[src/rtl/deserializador_4b.sv]
// deserializador_4b: serial-to-parallel receiver with selectable bit order,
// valid/ack handshake and sticky overrun flag.
module deserializador_4b #(
  parameter int WIDTH = 4
) (
  input  logic             clk,
  input  logic             reset_L,
  input  logic             enb,
  input  logic             s_in,
  input  logic             dir,
  input  logic             sync,
  input  logic             ack,
  output logic [WIDTH-1:0] q,
  output logic             valid,
  output logic             ovr,
  output logic             busy
);
  localparam int CW = (WIDTH > 2) ? $clog2(WIDTH) : 1;
  typedef enum logic {IDLE, SHIFT} state_t;
  state_t           state, state_n, st_b;
  logic [WIDTH-1:0] sr, sr_n, sr_b, ins, q_n;
  logic [CW-1:0]    cnt, cnt_n, cnt_b;
  logic             dir_l, dir_l_n, d, done, load, valid_n, ovr_n;
  always_ff @(posedge clk or negedge reset_L)
    if (!reset_L) begin
      state <= IDLE;
      sr    <= '0;
      cnt   <= '0;
      dir_l <= 1'b0;
      q     <= '0;
      valid <= 1'b0;
      ovr   <= 1'b0;
      busy  <= 1'b0;
    end else begin
      state <= state_n;
      sr    <= sr_n;
      cnt   <= cnt_n;
      dir_l <= dir_l_n;
      q     <= q_n;
      valid <= valid_n;
      ovr   <= ovr_n;
      busy  <= cnt_n != '0;
    end
  // sync first rewinds the frame, so a bit accepted alongside it starts a new one
  always_comb begin
    st_b    = sync ? IDLE : state;
    cnt_b   = sync ? '0 : cnt;
    sr_b    = sync ? '0 : sr;
    d       = (st_b == IDLE) ? dir : dir_l;
    ins     = d ? {s_in, sr_b[WIDTH-1:1]} : {sr_b[WIDTH-2:0], s_in};
    done    = enb && st_b == SHIFT && cnt_b == CW'(WIDTH - 1);
    load    = done && (!valid || ack);
    sr_n    = enb ? ins : sr_b;
    cnt_n   = !enb ? cnt_b : done ? '0 : cnt_b + 1'b1;
    state_n = !enb ? st_b : done ? IDLE : SHIFT;
    dir_l_n = (enb && st_b == IDLE) ? dir : dir_l;
    q_n     = load ? ins : q;
    valid_n = load | (valid & ~ack);
    ovr_n   = ovr | (done & valid & ~ack);
  end
endmodule

[config.mk]
export PLATFORM = sky130hd
export DESIGN_NAME = deserializador_4b
export DESIGN_NICKNAME = d
export VERILOG_FILES = /design/src/rtl/deserializador_4b.sv
export SDC_FILE = /design/constraint.sdc
export NUM_CORES = 1
export LEC_CHECK = 0
export BUFFER_PORTS_ARGS = -buffer_cell sky130_fd_sc_hd__buf_2
export CAP_MARGIN = 15
export CORE_MARGIN = 1.5
export CORE_UTILIZATION = 51
export CTS_CLUSTER_DIAMETER = 200
export CTS_CLUSTER_SIZE = 12
export DETAILED_ROUTE_END_ITERATION = 10
export PLACE_DENSITY = 0.73
export SYNTH_ARGS = -nofsm -noshare
export SYNTH_HDL_FRONTEND = slang
export SYNTH_SLANG_ARGS = --single-unit
[constraint.sdc]
create_clock -name clk -period 1.8 [get_ports clk]
set_clock_uncertainty 0.15 [all_clocks]
set_input_delay 0.27 -clock clk [delete_from_list [all_inputs] [get_ports clk]]
set_output_delay 0.27 -clock clk [all_outputs]
set_load 0.02 [all_outputs]
==> out/metrics.csv <==
metric,value,unit
unrepaired setup endpoints after global routing,false,
initial antenna violation count,0,
Netlist cell types,25,
Clock Path Buffers,2,
Worst-path clk slew,0.09,ns
startpoint type of the worst setup path,flip-flop,
Yosys reg bits,15,
Yosys Warn Count,0,
overall routed net length,1180,um
met1 GRT Util,23.0,%
Max Transition Viols Final,0,
crit path kind,flip-flop to flip-flop,
met3 GRT Util,3.33,%
number of enable flip-flop cells after synthesis,0,
CTS tree,built,
share of cells above drive strength 1,30.5,%
n_diodes,0,
met2 Use GR,28.6,%
Top delay family on crit path,multiplexers,
slew margin rel.,78.1,%
Pre-antenna DRT Iters,4,
Port Buffers,13,
die footprint,1620,um2
clock root buffer,clkbuf_4,
area of the mapped netlist,706,um2
worst-margin pin slew,0.322,ns
"Period Utilization, post-route",87.2,%
max_cap viols,0,
"Top FF cell, synth",dfrtp_1,
Pwr per Cell Area,836,nW/um2
Num CTS Buffers,3,
Finished Core Util,64.0,%
WP data required,1.80,ns
CP bufs+invs,0,
Power Total,0.000697,W
Die H,40.2,um
Post-Synthesis Cells,63,
total number of vias,504,
Most Crowded Layer GR,met2,
largest cells by area after synthesis,"dfrtp_1 (53%), mux2i_1 (5.7%), nand2_1 (5.3%), o21ai_0 (4.3%), and2b_2 (3.7%)",
status,completed,
crit end category,flip-flop,
area share of the largest cell type after synthesis,53.2,%
CP Data Arrival Time,1.57,ns
I/O pin count,14,
Setup TNS,0,ns
register area,375,um2
multi-input logic area,312,um2
Worst Hold Class,input port to flip-flop,
first-pass GRT wire length,1890,um
critical path's slowest cell,dfrtp_1,
GRT overflow,0,
Post-CTS Setup Inserts,0,
Die Span X,40.2,um
synth cell count leaders,"dfrtp_1 (15), nand2_1 (10), o21ai_0 (6), mux2i_1 (4), and2b_2 (3)",
Global Route Usage Sum,18.0,%
peak supply drop,418,uV
most frequent cell after synthesis,dfrtp_1,
Routability Congestion,0.820,
crit-path cells,nand2b_4 -> mux2i_4 -> mux2i_1 -> o21ai_0,
pin count of the biggest net entering global routing,16,
final hold vios,0,
Total Nets Final,91,
"Async S/R FF share, synth",100,%
Core Area,1300,um2
Initial Util,54.2,%
register area share after synthesis,53.2,%
worst-skew pair later-pin latency,0.28,ns
Synth Area per Inst,11.2,um2
largest fanout on the critical path,8,
Synth area leader,dfrtp_1,
DRC,0,
fmax,637,MHz
Syn-to-layout area delta,18.1,%
Static Leak,0.420,nW
initial DRC count,7,
syn_nets,71,
vias in the first global route,466,
H-tree depth reported by CTS,1,
Core Rows,13,
CTS sink count,15,
Final HPWL DP,881,um
Final min period,1.57,ns
DR vias/cell,5.20,
final setup fails,0,
wire per inst,12.2,um
remaining antenna violation count,0,
critical path's largest stage delay,0.42,ns
fill count,120,
==> flip-flops by register name, indices dropped and copies added, names as in the netlist <==
register and flops:
busy 1, cnt 2, dir_l 1, ovr 1, q 4, sr 4
state 1, valid 1
==> what timing repair did <==
item / in CTS / in global routing
gates resized for setup: 0 / 0
hold endpoints to repair: 15 / 0
hold buffers: 1 / 0
setup endpoints to repair: 0 / 0
==> power by group <==
part	total (W)	internal, W	switching [W]	leakage, nW
clock network	0.000188	0.0000858	0.000102	0.0150
logic	0.000127	0.0000583	0.0000691	0.210
registers	0.000381	0.000366	0.0000156	0.194
==> cells by family (layout without fill, tap and decap cells) <==
kind of cell | count (synthesis) | after routing | synth area share (%)
XOR/XNOR | 1 | 1 | 1.24
AND/OR/NAND/NOR | 23 | 23 | 18.3
multiplexers | 6 | 6 | 10.5
AO/OA/AOI/OAI | 14 | 14 | 12.4
buffers and inverters | 3 | 22 | 2.66
adder cells (fa/ha/maj) | 1 | 1 | 1.77
flip-flops | 15 | 15 | 53.2
==> final cells by class <==
class / count / area share (%)
inverter: 1 / 0.450
tap: 15 / 2.25
sequential: 15 / 45.0
timing repair buffer: 17 / 11.7
clock buffer: 4 / 3.15
multi-input combinational: 45 / 37.4
==> placed cells by master (no fill, tap or decap) <==
cell type	Yosys	routed
a21boi_0	1	1
mux2_2	1	1
nand2b_4	1	1
dfrtp_1	15	15
buf_4	0	3
o21bai_1	1	1
a31oi_1	2	2
clkbuf_1	1	1
ha_1	1	1
nor2_1	2	2
dlygate4sd3_1	0	1
clkbuf_4	0	3
nand2b_1	2	2
buf_2	0	13
and2b_2	3	3
o21ai_0	6	6
o22ai_1	1	1
mux2i_1	4	4
nand2_1	10	10
a211oi_1	2	2
a2bb2oi_1	1	1
xnor2_1	1	1
nor2b_1	2	2
inv_1	1	1
nor3_1	1	1
mux2i_4	1	1
nand4b_1	1	1
nand3_1	1	1
==> routing by layer <==
metal | vias up | routed length (um) | part of all wire, %
met3 | 2 | 64 | 5.4
met4 | 0 | 12 | 1.0
met2 | 13 | 563 | 48
met5 | - | 0 | 0
li1 | 258 | - | -
met1 | 231 | 540 | 46
==> final timing paths <==
path	startpoint	to	slack, ns	cells past startpoint
max	state	q[1]	0.23	4
min	dir	dir_l	0.12	2
max reg2reg	state	q[1]	0.23	4
min reg2reg	ovr	ovr	0.33	1
max in group asynchronous	reset_L	ovr	0.98	2
min in group asynchronous	reset_L	sr[2]	0.27	2
==> worst register-to-register path, delay by kind of cell (launching register included) <==
kind	cells	cell delay [ns]
mux	2	0.66
flops	1	0.42
compound gates	1	0.12
simple gates	1	0.10
==> through the flow <==
step / worst slack, ns / hold WS (ns) / cell area, um2 / std cells
after floorplan: 0.170 / -0.176 / 706 / 63
after global placement: 0.209 / 0.0387 / 797 / 92
after detailed placement: 0.175 / 0.0423 / 797 / 92
after CTS: 0.199 / 0.115 / 833 / 97
after global routing: 0.131 / 0.108 / 833 / 97
final: 0.230 / 0.123 / 833 / 97
Power figures use the tool's default switching activity.
